**src/rtl/sum_accumulator_if.sv**
```systemverilog
// Handshake bundle between an adder-sum producer and the sum accumulator.
// The slave modport is the accumulator's view. The master modport is the producer/consumer side.
interface sum_accumulator_if #(
    parameter int SUM_W = 17,
    parameter int ACC_W = 24,
    parameter int CNT_W = 8
);
    logic             start;
    logic [CNT_W-1:0] len;
    logic             in_valid;
    logic             in_ready;
    logic [SUM_W-1:0] in_sum;
    logic             out_valid;
    logic             out_ready;
    logic [ACC_W-1:0] out_acc;
    logic [CNT_W-1:0] out_count;
    logic             out_ovf;
    logic             busy;

    modport slave (
        input  start, len, in_valid, in_sum, out_ready,
        output in_ready, out_valid, out_acc, out_count, out_ovf, busy
    );

    modport master (
        output start, len, in_valid, in_sum, out_ready,
        input  in_ready, out_valid, out_acc, out_count, out_ovf, busy
    );
endinterface

```
**src/rtl/sum_accumulator.sv**
```systemverilog
// Accumulates a programmed number of adder sums into a saturating total.
// The total is held on an output handshake until the consumer accepts it.
module sum_accumulator #(
    parameter int SUM_W = 17,
    parameter int ACC_W = 24,
    parameter int CNT_W = 8
) (
    input  logic            clk,
    input  logic            rst_n,
    sum_accumulator_if.slave acc_if
);
    typedef enum logic [1:0] {
        IDLE  = 2'd0,
        ACCUM = 2'd1,
        DONE  = 2'd2
    } state_t;

    state_t           state_q, state_d;
    logic [ACC_W-1:0] acc_q, acc_d;
    logic [CNT_W-1:0] count_q, count_d;
    logic [CNT_W-1:0] len_q, len_d;
    logic             ovf_q, ovf_d;

    // One extra bit so that a carry out of the accumulator signals saturation.
    logic [ACC_W:0]   sum_wide;
    logic [CNT_W-1:0] count_inc;

    assign sum_wide  = (ACC_W+1)'(acc_q) + (ACC_W+1)'(acc_if.in_sum);
    assign count_inc = count_q + CNT_W'(1);

    always_ff @(posedge clk) begin
        if (!rst_n) begin
            state_q <= IDLE;
            acc_q   <= '0;
            count_q <= '0;
            len_q   <= '0;
            ovf_q   <= 1'b0;
        end else begin
            state_q <= state_d;
            acc_q   <= acc_d;
            count_q <= count_d;
            len_q   <= len_d;
            ovf_q   <= ovf_d;
        end
    end

    always_comb begin
        state_d = state_q;
        acc_d   = acc_q;
        count_d = count_q;
        len_d   = len_q;
        ovf_d   = ovf_q;

        unique case (state_q)
            IDLE: begin
                if (acc_if.start) begin
                    len_d   = acc_if.len;
                    acc_d   = '0;
                    count_d = '0;
                    ovf_d   = 1'b0;
                    state_d = (acc_if.len == '0) ? DONE : ACCUM;
                end
            end
            ACCUM: begin
                if (acc_if.in_valid) begin
                    if (sum_wide[ACC_W]) begin
                        acc_d = '1;
                        ovf_d = 1'b1;
                    end else begin
                        acc_d = sum_wide[ACC_W-1:0];
                    end
                    count_d = count_inc;
                    if (count_inc == len_q) begin
                        state_d = DONE;
                    end
                end
            end
            DONE: begin
                if (acc_if.out_ready) begin
                    state_d = IDLE;
                end
            end
            default: state_d = IDLE;
        endcase
    end

    assign acc_if.in_ready  = (state_q == ACCUM);
    assign acc_if.out_valid = (state_q == DONE);
    assign acc_if.busy      = (state_q != IDLE);
    assign acc_if.out_acc   = acc_q;
    assign acc_if.out_count = count_q;
    assign acc_if.out_ovf   = ovf_q;

endmodule

```
**src/flat_wrapper.sv**
```systemverilog
// flat-port wrapper written by rule: the top's interface ports become plain ports
module sum_accumulator_flat 
#(
    parameter int SUM_W = 17,
    parameter int ACC_W = 24,
    parameter int CNT_W = 8
)
  (clk, rst_n, acc_if_start, acc_if_len, acc_if_in_valid, acc_if_in_sum, acc_if_out_ready, acc_if_in_ready, acc_if_out_valid, acc_if_out_acc, acc_if_out_count, acc_if_out_ovf, acc_if_busy);
  sum_accumulator_if #(.SUM_W(SUM_W), .ACC_W(ACC_W), .CNT_W(CNT_W)) acc_if_i ();
  input  logic clk;
  input  logic rst_n;
  input wire logic [$bits(acc_if_i.start)-1:0] acc_if_start;
  input wire logic [$bits(acc_if_i.len)-1:0] acc_if_len;
  input wire logic [$bits(acc_if_i.in_valid)-1:0] acc_if_in_valid;
  input wire logic [$bits(acc_if_i.in_sum)-1:0] acc_if_in_sum;
  input wire logic [$bits(acc_if_i.out_ready)-1:0] acc_if_out_ready;
  output wire logic [$bits(acc_if_i.in_ready)-1:0] acc_if_in_ready;
  output wire logic [$bits(acc_if_i.out_valid)-1:0] acc_if_out_valid;
  output wire logic [$bits(acc_if_i.out_acc)-1:0] acc_if_out_acc;
  output wire logic [$bits(acc_if_i.out_count)-1:0] acc_if_out_count;
  output wire logic [$bits(acc_if_i.out_ovf)-1:0] acc_if_out_ovf;
  output wire logic [$bits(acc_if_i.busy)-1:0] acc_if_busy;
  assign acc_if_i.start = acc_if_start;
  assign acc_if_i.len = acc_if_len;
  assign acc_if_i.in_valid = acc_if_in_valid;
  assign acc_if_i.in_sum = acc_if_in_sum;
  assign acc_if_i.out_ready = acc_if_out_ready;
  assign acc_if_in_ready = acc_if_i.in_ready;
  assign acc_if_out_valid = acc_if_i.out_valid;
  assign acc_if_out_acc = acc_if_i.out_acc;
  assign acc_if_out_count = acc_if_i.out_count;
  assign acc_if_out_ovf = acc_if_i.out_ovf;
  assign acc_if_busy = acc_if_i.busy;
  sum_accumulator #(.SUM_W(SUM_W), .ACC_W(ACC_W), .CNT_W(CNT_W)) u_core (.clk(clk), .rst_n(rst_n), .acc_if(acc_if_i));
endmodule
```
**config.mk**
```make
export PLATFORM = sky130hd
export DESIGN_NAME = sum_accumulator_flat
export DESIGN_NICKNAME = d
export VERILOG_FILES = /design/src/rtl/sum_accumulator_if.sv /design/src/rtl/sum_accumulator.sv /design/src/flat_wrapper.sv
export SDC_FILE = /design/constraint.sdc
export NUM_CORES = 1
export LEC_CHECK = 0
export BUFFER_PORTS_ARGS = -buffer_cell sky130_fd_sc_hd__buf_2
export CAP_MARGIN = 20
export CORE_AREA = 2 2 85 79
export DETAILED_ROUTE_END_ITERATION = 10
export DIE_AREA = 0 0 87 81
export PLACE_DENSITY = 0.85
export SYNTH_ARGS = -nofsm -noshare
export SYNTH_HDL_FRONTEND = slang
export SYNTH_SLANG_ARGS = --single-unit
```
**constraint.sdc**
```tcl
create_clock -name clk -period 2.4 [get_ports clk]
set_input_delay 0.24 -clock clk [delete_from_list [all_inputs] [get_ports clk]]
set_output_delay 0.24 -clock clk [all_outputs]
set_load 0.01 [all_outputs]
```
Yosys cells after proc, flatten, opt, wreduce, memory -nomap -nowiden
Index checks and enable logic that the tools add are counted.
{"block": "word_totals", "output_inout_bits": 36, "mem_count": 0, "mem_bits_rw": 0, "mem_bits_ro": 0, "word_cells": 40, "reg_bits": 43, "latch_bits": 0}
{"block": "classes", "n_mux": 17, "div": 0, "n_addsub": 2, "n_reduce_logical": 8, "order_cmp": 0, "n_mul": 0, "shift": 0, "n_eq_ne": 8, "n_bitwise": 0}
{"op": "$mux 24", "n": 3}
{"op": "$pmux 24 s2", "n": 1}
{"op": "$add 24x17->25", "n": 1}
{"op": "$mux 8", "n": 2}
{"op": "$pmux 8 s2", "n": 1}
{"op": "$mux 2", "n": 5}
{"op": "$add 8x1->8 const B", "n": 1}
{"op": "$eq 8x8->1", "n": 1}
{"op": "$logic_not 8->1", "n": 1}
{"op": "$reduce_and 4->1", "n": 2}
{"op": "$ne 2x2->1 const B", "n": 3}
{"op": "$pmux 2 s3", "n": 1}
{"op": "$ne 2x1->1 const B", "n": 2}
{"op": "$reduce_bool 2->1", "n": 2}
{"op": "$mux 1", "n": 3}
{"op": "$reduce_and 3->1", "n": 1}
{"op": "$eq 2x1->1 const B", "n": 1}
{"op": "$eq 2x2->1 const B", "n": 1}
{"op": "$logic_not 2->1", "n": 1}
{"op": "$pmux 1 s2", "n": 1}
{"op": "$reduce_and 2->1", "n": 1}

Longest topological paths before layout
Gate-level depths: netlist of run 1.
{"block": "depth", "ltp_word": 5, "ltp_mapped": 9}

Worst setup path after synthesis of run 1
OpenSTA, ideal clock, no wires.
{"block": "synth_path", "path_type": "register to register", "from": "register u_core.acc_q[0], in the netlist u_core.acc_if.out_acc[0]", "to": "register u_core.acc_q[14], in the netlist u_core.acc_if.out_acc[14]", "stages_incl_launch_ff": 9, "period_less_slack_ps": 2630, "slack_ps": -230, "t_arrival_ps": 2508, "setup_time_ps": 122, "path_cell_list": "dfxtp_1 -> ha_1 -> fa_1 -> a21o_1 -> a221o_2 -> a221o_2 -> a211oi_2 -> xnor2_1 -> o311a_1"}
{"block": "synth_via", "elab_chain_cells": 4}
{"item": "from (decl)", "line_no": "sum_accumulator.sv:19", "source": "logic [ACC_W-1:0] acc_q, acc_d;"}
{"item": "from (signal assigned)", "line_no": "sum_accumulator.sv:34", "source": "acc_q <= '0;"}
{"item": "from (signal assigned)", "line_no": "sum_accumulator.sv:40", "source": "acc_q <= acc_d;"}
{"item": "$add 24x17->25", "line_no": "sum_accumulator.sv:28", "source": "assign sum_wide = (ACC_W+1)'(acc_q) + (ACC_W+1)'(acc_if.in_sum);"}
{"item": "$mux 24", "line_no": "sum_accumulator.sv:66", "source": "if (sum_wide[ACC_W]) begin"}
{"item": "$mux 24", "line_no": "sum_accumulator.sv:65", "source": "if (acc_if.in_valid) begin"}
{"item": "$pmux 24 s2", "line_no": "sum_accumulator.sv:54", "source": "unique case (state_q)"}
No other way between the ends. The select of a mux whose other input is x is not followed.
A chain may end at the register's enable or synchronous reset.

Final worst setup path of run 1
{"block": "layout_path", "from": "register u_core.acc_q[0], in the netlist u_core.acc_if.out_acc[0]", "to": "register u_core.acc_q[16], in the netlist u_core.acc_if.out_acc[16]"}
The elaborated chain is that of the path after synthesis.

==> results of run 1 <==
[cell families after synthesis]
| group | after synthesis |
|---|---|
| AND/OR/NAND/NOR | 149 |
| AO/OA/AOI/OAI | 129 |
| flip-flops | 43 |
| buffers and inverters | 27 |
| XOR/XNOR | 23 |
| adder cells (fa/ha/maj) | 19 |
| multiplexers | 3 |
[routing by layer]
layer | track usage, % | up-vias | share of wire (%)
met5 | 0 | - | 0
met4 | 10.0 | 0 | 2.4
met3 | 4.98 | 25 | 8.3
met2 | 41.2 | 197 | 45
met1 | 36.1 | 1594 | 44
li1 | - | 1625 | -
[path summary, 6_finish.rpt]
kind	start	endpoint	slack (ns)
worst max-delay path	u_core.acc_if.out_acc[0]	u_core.acc_if.out_acc[16]	-0.05
worst min-delay path	acc_if_len[2]	u_core.len_q[2]	0.17
worst max register to register	u_core.acc_if.out_acc[0]	u_core.acc_if.out_acc[16]	-0.05
worst min register to register	u_core.acc_if.out_acc[4]	u_core.acc_if.out_acc[4]	0.47
[stage by stage]
| step | hold WS (ns) | total power, uW | std cells |
|---|---|---|---|
| 2_1_floorplan | 0.376 | 1140 | 393 |
| 3_3_place_gp | 0.448 | 1330 | 542 |
| 3_5_place_dp | 0.457 | 1340 | 542 |
| 4_1_cts | 0.174 | 1830 | 551 |
| 5_1_grt | 0.168 | 1960 | 554 |
| 6_report | 0.172 | 1870 | 554 |
[cell type report]
class | count | area (um^2)
clock inverter | 3 | 20.0
clock buffer | 5 | 68.8
fill | 555 | 2490
inverter | 5 | 18.8
multi-input combinational | 323 | 2120
sequential | 43 | 862
tap | 75 | 93.8
timing repair buffer | 100 | 599
[power groups by stage]
| stage | clock [uW] | combinational [uW] | sequential, uW |
|---|---|---|---|
| finish | 498 | 589 | 780 |
| global route | 535 | 639 | 785 |
| CTS | 494 | 559 | 780 |
| detailed placement | 0 | 547 | 796 |
| global placement | 0 | 533 | 794 |
| floorplan | 0 | 342 | 800 |
[flip-flops by register name, summed over array words and instances, names as in the netlist]
signal	flops
u_core.acc_if.out_acc	24
u_core.acc_if.out_count	8
u_core.len_q	8
u_core.state_q	2
u_core.acc_if.out_ovf	1
[critical path: stages (launching register included)]
cell      delay, ns
dfxtp_2        0.34
ha_4           0.16
fa_2           0.35
a21o_1         0.18
a221o_2        0.35
buf_6          0.12
nand4_1        0.12
buf_6          0.14
nor2_4         0.03
or3_4          0.38
a211oi_2       0.21
[synthesized netlist by cell type (all sizes together), types with 6 or more instances]
cell    instances  area share, %
nand3          13            2.2
dfxtp          43             29
a21o           10            2.5
and3           12            2.5
o211ai          6            1.5
o21ai          25            4.1
nand4           9            1.9
a21oi          44            7.3
nor2b           6            1.2
clkbuf         19            2.4
xnor2          16            4.6
ha             18            7.5
nor2           27            3.4
nand2          46            5.7
xor2            6            1.7
nor3           14            2.3
a211oi         14            3.6
[cell usage in the layout, fill, tap and decap left out, types with 3 or more instances in the layout]
cell type	n
clkbuf_8	5
a211oi_1	11
nor2b_1	6
a31oi_1	5
mux2i_1	3
a22oi_1	3
xor2_1	6
buf_2	65
o31ai_1	3
ha_1	17
or4_1	3
xnor2_1	16
nor3_1	13
or3_1	3
a211oi_2	3
and3_1	12
o21ai_0	24
dfxtp_1	42
and2_1	3
nor2_1	26
buf_4	32
nand2_1	46
nand3_1	13
inv_1	5
o211ai_1	6
buf_6	3
a21o_1	10
a21oi_1	41
nand4_1	9
[timing repair]
action	in CTS	in global routing
setup buffers	1	3
setup endpoints to repair	5	21
hold buffers	0	0
resized for setup	5	10
cloned	0	0
pin swaps	2	3
==> flow_summary.yaml, run 1 <==
status:
  outcome: "finished, violations left"
  violations: "setup timing"
logic_synthesis:
  synthArstFlopShare_pct: 0
  syn_inst: 393
  syn_area_per_cell_um2: 7.68
  synth_fa_ha_area_share_pct: 8.12
  ys.warnings.count: 0
  yosysSeqAreaShare_pct: 28.5
  ys_ff_latch: 43
  muxShareOfSynthArea_pct: 0.995
  synth-edff-count: 0
  synth_top_family_by_area: "compound AO/OA/AOI/OAI gates"
  synth_cell_type_count: 54
  synth_area_um2: 3020
  synth_xor_area_share_pct: 7.13
  synthesis.nets: 442
  synth-simple-area-share_pct: 24.5
  synth-compound-area-share_pct: 27.4
  ys.flop_type: "dfxtp_1"
sta:
  fin_crit_ns: 2.45
  slew_headroom_pct: 39.1
  clock_skew_ns: 0.00531
  drv_slew: 0
  worst_pin_slew_ns: 0.911
  setup_viol: 7
  max_freq_ghz: 0.408
  grt_setup_unrepaired: "true"
  setup_ws_ns: -0.0490
  hold_viol_final: 0
  min_period_over_period_pct: 102
  fin_tns_setup_ns: -0.262
cts:
  clkSlewWorstSetupHoldPaths_ns: 0.10
  cts.sinks: 43
  cts_made_buffers: 5
  cts_htree_levels: 2
  clock_path_buffers: 2
  cts_root_buffer: "clkbuf_8"
  cts_tree: "built"
  clk_latency_ns: 0.31
worst_setup_path:
  cp_max_fo: 4
  r2r_cells: 10
  cp-start-kind: "register"
  cp.required_ns: 2.64
  worstPathArrival_ns: 2.69
  crit_type: "reg -> reg"
  endpoint_kind: "register"
run:
  cap_violations: 0
placed_design:
  dp_hpwl_um: 6870
  dp_slack_ns: -0.134
  numPortBuffers: 65
  place_congestion: 0.978
  placed_cell_area_um2: 3590
power_and_ir_drop:
  pwr-share-seq_pct: 41.8
  netSwitchingFraction_pct: 35.5
  p_int_uw: 1200
  ir_worst_vdd_uv: 274
  power.leakage_uw: 0.00173
  power_density_nw_per_um2: 493
  power.share.combinational_pct: 31.5
  pwr-share-clk_pct: 26.7
  p_switching_uw: 664
final_layout:
  area_growth_pct: 25.4
  drive_gt1_share_pct: 26.3
  finalNetCount: 527
  antenna_cells: 0
  post-route-cell-area_um2: 3780
  final_util_pct: 60.4
drt:
  ant_nets: 0
  vias: 3441
  wire_per_inst_um: 16.9
  post_drt_via_cell_ratio: 6.21
  firstDrtPassIters: 7
  drc_errors: 0
  postRouteWirelength_um: 9370
  drt_iter0_drc: 348
grt:
  grt_max_degree: 31
  grt_pass1_wl_um: 14600
  grtUsageTotal_pct: 26.4
  grt-ovfl-total: 0
  antenna_found_initial: 0
  grt_pass1_vias: 3095
floorplanning:
  ios: 66
  rows: 28
  floorplan.initialDensity_pct: 48.1
  coreArea_um2: 6270
  dieHeight_um: 81
  die_width_um: 87
  die_area_um2: 7050
min_path:
  hp-class: "in -> reg"
  min_path_cells: 3
Note: power is estimated with default switching activity, not from simulation.
==> run 2: changes to the inputs <==
--- a/config.mk
+++ b/config.mk
@@ -10,6 +10,7 @@
 export CORE_AREA = 2 2 85 79
 export DETAILED_ROUTE_END_ITERATION = 10
 export DIE_AREA = 0 0 87 81
+export GPL_ROUTABILITY_DRIVEN = 0
 export PLACE_DENSITY = 0.85
 export SYNTH_ARGS = -nofsm -noshare
 export SYNTH_HDL_FRONTEND = slang
==> constraint.sdc (replaced) <==
create_clock -name clk -period 2.2 [get_ports clk]
set_input_delay 0.22 -clock clk [delete_from_list [all_inputs] [get_ports clk]]
set_output_delay 0.22 -clock clk [all_outputs]
set_load 0.01 [all_outputs]
==> run 2 against run 1 <==
  * Sequential share of layout area fell by 1.3 points
  * Combinational power up 16%
  * Power increased by 11%
  * Setup slack got worse by 0.17 ns
  * Utilization up 3.7 points
  * The flow still finishes with violations (setup timing)
  * Via count is 3.5% higher
  * Sequential cell count did not move
  * Count of clock-buffer cells in the layout stayed put
  * Hold slack worse by 0.023 ns
  * Global-route usage hardly changed
  * Final area is 6.2% higher
  * Largest cell class unchanged
  * Clock power is 9.6% higher
  * Highest routed layer unchanged
==> flow_summary.yaml, run 2 (synthesized netlist as in run 1, its figures left out) <==
sta:
  clock_skew_ns: 0.0130
  setup_viol: 25
  hold_viol_final: 0
  max_freq_ghz: 0.413
  setup_ws_ns: -0.221
  worst_pin_slew_ns: 0.789
  fin_crit_ns: 2.42
  slew_headroom_pct: 47.2
  whs_ns: 0.149
  drv_slew: 0
  grt_setup_unrepaired: "true"
  min_period_over_period_pct: 110
worst_setup_path:
  r2r_cells: 10
  critPathSlowestCell: "a221o_2"
  cpPeakStageDelay_ns: 0.36
  cp-start-kind: "register"
  worstReg2RegStart: "u_core.acc_if.out_acc[0]"
  cp.required_ns: 2.38
  r2r_end: "u_core.acc_if.out_acc[8]"
  cp_max_fo: 8
  regToRegSetupSlack_ns: -0.22
  worstPathCellList: "ha_4 > fa_2 > a21o_1 > a221o_2 > buf_4 > nand4_1 > a31oi_4 > buf_8 > o21ai_2 > a21oi_1"
  endpoint_kind: "register"
  worstPathArrival_ns: 2.60
  crit_type: "reg -> reg"
placed_design:
  numPortBuffers: 65
  placed_cell_area_um2: 3770
  dp_hpwl_um: 7110
  dp_cells: 564
status:
  outcome: "finished, violations left"
  violations: "setup timing"
min_path:
  hold_end: "u_core.len_q[1]"
  min_from: "acc_if_len[1]"
  hp-class: "in -> reg"
  min_path_cells: 3
final_layout:
  area_growth_pct: 33.1
  finalNetCount: 547
  fillers: 512
  post-route-cell-area_um2: 4020
  final_cells: 574
  antenna_cells: 0
  largest_reg_flops: 24
  final_common_cell: "buf_2"
  mostFrequentLayoutCells: "buf_2, buf_4, nand2_1, dfxtp_1, a21oi_1"
  drive_gt1_share_pct: 31.1
floorplanning:
  dieHeight_um: 81
  rows: 28
  floorplan.initialDensity_pct: 48.1
  coreArea_um2: 6270
  ios: 66
  die_width_um: 87
  die_area_um2: 7050
grt:
  grt_pass1_wl_um: 14800
  antenna_found_initial: 0
  grt_pass1_vias: 3180
  grt_max_degree: 30
  grtUsageTotal_pct: 26.4
  grt-ovfl-total: 0
drt:
  vias: 3560
  ant_nets: 0
  drt_iter0_drc: 312
  post_drt_via_cell_ratio: 6.20
  postRouteWirelength_um: 9630
  wire_per_inst_um: 16.8
  drc_errors: 0
  firstDrtPassIters: 5
power_and_ir_drop:
  p_switching_uw: 735
  ir_worst_vdd_uv: 247
  pwr-share-seq_pct: 40.8
  netSwitchingFraction_pct: 35.3
  p_int_uw: 1350
  pwr-share-clk_pct: 26.2
  power.share.combinational_pct: 33.0
  power_density_nw_per_um2: 518
  power.leakage_uw: 0.00184
cts:
  clkSlewWorstSetupHoldPaths_ns: 0.10
  cts_tree: "built"
  cts_htree_levels: 2
  cts_root_buffer: "clkbuf_8"
  clock_path_buffers: 2
  cts.sinks: 43
  cts_made_buffers: 5
  clk_latency_ns: 0.31
run:
  cap_violations: 0
-- run 2: changes by cell type in the layout (fill, tap and decap cells not counted), sizes merged --
cell	before	now
inv	5	6
clkinv	1	0
buf	100	120
-- run 2: worst max-delay path by stage --
stage	startpoint	slack (ns)	end	cells past startpoint
6_report	u_core.acc_if.out_acc[0]	-0.22	u_core.acc_if.out_acc[8]	10
5_1_grt	u_core.acc_if.out_acc[0]	-0.29	u_core.acc_if.out_acc[14]	8
4_1_cts	u_core.acc_if.out_acc[0]	-0.21	u_core.acc_if.out_acc[14]	8
3_5_place_dp	acc_if_in_sum[0]	-0.27	u_core.acc_if.out_acc[14]	9
3_3_place_gp	acc_if_in_sum[0]	-0.22	u_core.acc_if.out_acc[14]	9
2_1_floorplan	u_core.acc_if.out_acc[0]	-0.26	u_core.acc_if.out_acc[14]	8
-- run 2: final cells by class --
cell class	count	area [um^2]	area share (%)
multi-input cells	323	2190	54.6
flip-flops and latches	43	862	21.5
repair buffers	120	757	18.8
well taps	75	93.8	2.33
clock buffers	5	68.8	1.71
clock inverters	3	23.8	0.592
inverters	5	18.8	0.467
-- run 2: repair_timing --
action                                  4_1_cts  5_1_grt
pin swaps                                     2        5
endpoints found under the setup margin       24       27
hold buffers                                  0        0
resized for setup                             6       28
buffers inserted                              0        2
-- run 2: metrics by stage --
stage                     setup TNS, ns  power (uW)  util, %  setup slack, ns
after floorplan                  -0.384        1250        -           -0.263
after global placement            -4.18        1480     60.2           -0.218
after detailed placement          -5.46        1500     60.2           -0.268
after CTS                         -4.25        2040     62.1           -0.212
after global routing              -5.70        2180     64.1           -0.285
final                             -4.30        2080     64.1           -0.221
-- run 2: power groups by stage --
| stage | Combinational [uW] | Sequential (uW) | Clock [uW] |
|---|---|---|---|
| after floorplan | 376 | 873 | 0 |
| after global placement | 613 | 865 | 0 |
| after detailed placement | 628 | 867 | 0 |
| after CTS | 642 | 849 | 545 |
| after global routing | 745 | 854 | 581 |
| final | 686 | 850 | 546 |
-- run 2: routing by layer --
metal	wire length, um	up-vias	global-route usage [%]	share of wire, %
li1	-	1673	-	-
met2	4410	197	41.9	46
met1	4150	1654	35.1	43
met4	326	0	11.7	3.4
met3	743	36	4.57	7.7
met5	0	-	0	0
-- run 2: worst max-delay path: cells and delay by family, from the launching register on --
| family | cells | cell delay (ns) |
|---|---|---|
| compound gates | 5 | 0.92 |
| fa+ha+maj | 2 | 0.49 |
| buf+inv | 2 | 0.35 |
| flops | 1 | 0.34 |
| simple gates | 1 | 0.20 |
==> run 3: changes to the inputs <==
--- a/config.mk
+++ b/config.mk
@@ -7,11 +7,13 @@
 export LEC_CHECK = 0
 export BUFFER_PORTS_ARGS = -buffer_cell sky130_fd_sc_hd__buf_2
 export CAP_MARGIN = 20
-export CORE_AREA = 2 2 85 79
+export CELL_PAD_IN_SITES_DETAIL_PLACEMENT = 1
+export CELL_PAD_IN_SITES_GLOBAL_PLACEMENT = 2
+export CORE_AREA = 2 2 113 104
 export DETAILED_ROUTE_END_ITERATION = 10
-export DIE_AREA = 0 0 87 81
+export DIE_AREA = 0 0 115 106
 export GPL_ROUTABILITY_DRIVEN = 0
-export PLACE_DENSITY = 0.85
+export PLACE_DENSITY = 0.84
 export SYNTH_ARGS = -nofsm -noshare
 export SYNTH_HDL_FRONTEND = slang
 export SYNTH_SLANG_ARGS = --single-unit
==> run 3 against run 2 <==
  * The flow still finishes with violations (setup timing)
  * Cell count is 12% higher
  * Power is 16% higher
  * Sequential cell count stayed put
  * Sequential share of layout area is 1.5 points lower
  * Utilization is 25 points lower
  * Die area is 73% higher
  * Via count is 1.0% lower
  * Critical path depth stayed put
==> flow_summary.yaml, run 3 (synthesized netlist as in run 1, its figures left out) <==
status:
  outcome: "finished, violations left"
  violations: "setup timing"
sta:
  min_period_over_period_pct: 116
  worst_pin_slew_ns: 0.767
  hold_viol_final: 0
  whs_ns: 0.178
  setup_viol: 25
  clock_skew_ns: 0.00842
  fin_crit_ns: 2.56
  grt_setup_unrepaired: "true"
  max_freq_ghz: 0.391
  drv_slew: 0
  slew_headroom_pct: 48.7
  setup_ws_ns: -0.355
worst_setup_path:
  worstReg2RegStart: "u_core.acc_if.out_acc[0]"
  critPathBufInv: 2
  endpoint_kind: "register"
  cpPeakStageDelay_ns: 0.38
  crit_type: "reg -> reg"
  critPathSlowestCell: "a221o_2"
  regToRegSetupSlack_ns: -0.36
  cp_max_fo: 3
  worstPathCellList: "ha_4 > fa_2 > a21o_1 > a221o_2 > buf_6 > nand4_1 > buf_4 > nor2_2 > or3_4 > a211oi_2"
  worstPathArrival_ns: 2.76
  path_depth: 10
  path_delay_family: "compound AO/OA/AOI/OAI gates"
  cp.required_ns: 2.41
  cp-start-kind: "register"
  r2r_cells: 10
  r2r_end: "u_core.acc_if.out_acc[16]"
placed_design:
  numPortBuffers: 65
  dp_hpwl_um: 8990
  placed_cell_area_um2: 3900
  dp_cells: 632
final_layout:
  post-route-cell-area_um2: 4320
  final_common_cell: "buf_2"
  area_growth_pct: 43.0
  antenna_cells: 0
  drive_gt1_share_pct: 35.3
  finalNetCount: 555
  largest_reg_flops: 24
  final_cells: 643
  fillers: 1364
  mostFrequentLayoutCells: "buf_2, buf_4, nand2_1, dfxtp_1, a21oi_1"
power_and_ir_drop:
  p_int_uw: 1630
  power.share.combinational_pct: 31.0
  ir_worst_vdd_uv: 308
  power.leakage_uw: 0.00195
  pwr-share-seq_pct: 35.3
  power_density_nw_per_um2: 559
  pwr-share-clk_pct: 33.8
  netSwitchingFraction_pct: 32.6
  p_switching_uw: 786
floorplanning:
  floorplan.initialDensity_pct: 27.2
  dieHeight_um: 106
  ios: 66
  coreArea_um2: 11100
  rows: 37
  die_width_um: 115
  die_area_um2: 12200
grt:
  grt_pass1_vias: 3651
  grt-ovfl-total: 0
  grt_pass1_wl_um: 18800
  grtUsageTotal_pct: 19.4
  antenna_found_initial: 0
  grt_max_degree: 18
cts:
  cts_root_buffer: "clkbuf_16"
  cts_tree: "built"
  clock_path_buffers: 2
  postCtsHoldBufs: 0
  clk_latency_ns: 0.29
  clkSlewWorstSetupHoldPaths_ns: 0.07
  cts.sinks: 43
  cts_made_buffers: 5
  cts_htree_levels: 2
drt:
  ant_nets: 0
  drc_errors: 0
  postRouteWirelength_um: 12000
  wire_per_inst_um: 18.7
  post_drt_via_cell_ratio: 5.48
  firstDrtPassIters: 4
  vias: 3524
  drt_iter0_drc: 148
min_path:
  min_path_cells: 3
  min_from: "acc_if_len[2]"
  hold_end: "u_core.len_q[2]"
  hp-class: "in -> reg"
run:
  cap_violations: 0
==> run 3: cell count changes in the layout (fill, tap and decap cells not counted), moves of 4 or more <==
| cell | before | now |
|---|---|---|
| buf_4 | 51 | 58 |
| clkbuf_16 | 0 | 5 |
| nand3_1 | 13 | 9 |
| nand3_2 | 0 | 4 |
==> run 3: what timing repair did <==
item | in CTS | in global routing
setup buffers | 1 | 1
pin swaps | 6 | 13
cloned | 1 | 0
setup endpoints to repair | 24 | 27
resized for setup | 22 | 34
==> run 3: through the flow <==
stage / utilization [%] / TNS, ns / total power [uW] / setup slack [ns]
2_1_floorplan: - / -0.384 / 1250 / -0.263
3_3_place_gp: 35.1 / -3.69 / 1530 / -0.249
3_5_place_dp: 35.1 / -5.67 / 1550 / -0.318
4_1_cts: 37.5 / -5.73 / 2380 / -0.293
5_1_grt: 38.9 / -7.95 / 2530 / -0.415
6_report: 38.9 / -6.09 / 2410 / -0.355
==> run 3: final cells by class <==
type / count / area, um^2 / area share, %
multi-input combinational: 323 / 2290 / 52.9
sequential: 43 / 862 / 20.0
timing repair buffer: 128 / 821 / 19.0
tap: 136 / 170 / 3.94
clock buffer: 7 / 153 / 3.54
inverter: 5 / 18.8 / 0.435
clock inverter: 1 / 7.51 / 0.174
==> run 3: worst reg2reg max path, cell delays in order, from the launching register on <==
cell	delay, ns
dfxtp_2	0.33
ha_4	0.16
fa_2	0.34
a21o_1	0.18
a221o_2	0.38
buf_6	0.13
nand4_1	0.21
buf_4	0.18
nor2_2	0.03
or3_4	0.36
a211oi_2	0.17
==> run 3: power groups by stage <==
stage                     clock network [uW]  registers (uW)  logic, uW
after floorplan                            0             873        376
after global placement                     0             866        661
after detailed placement                   0             869        681
after CTS                                829             851        700
after global routing                     860             856        816
final                                    814             851        747
==> run 3: how the worst max path moves through the flow <==
| stage | start | endpoint | slack [ns] |
|---|---|---|---|
| after floorplan | u_core.acc_if.out_acc[0] | u_core.acc_if.out_acc[14] | -0.26 |
| after global placement | acc_if_in_sum[0] | u_core.acc_if.out_acc[14] | -0.25 |
| after detailed placement | acc_if_in_sum[0] | u_core.acc_if.out_acc[19] | -0.32 |
| after CTS | u_core.acc_if.out_acc[0] | u_core.acc_if.out_acc[14] | -0.29 |
| after global routing | u_core.acc_if.out_acc[0] | u_core.acc_if.out_acc[16] | -0.42 |
| final | u_core.acc_if.out_acc[0] | u_core.acc_if.out_acc[16] | -0.36 |
==> run 3: metal layers <==
metal / part of all wire [%] / wire length, um / vias up / track usage (%)
li1: - / - / 1691 / -
met2: 49 / 5920 / 86 / 33.2
met4: 1.6 / 187 / 0 / 6.45
met1: 45 / 5350 / 1731 / 25.1
met3: 4.6 / 558 / 16 / 2.51
met5: 0 / 0 / - / 0
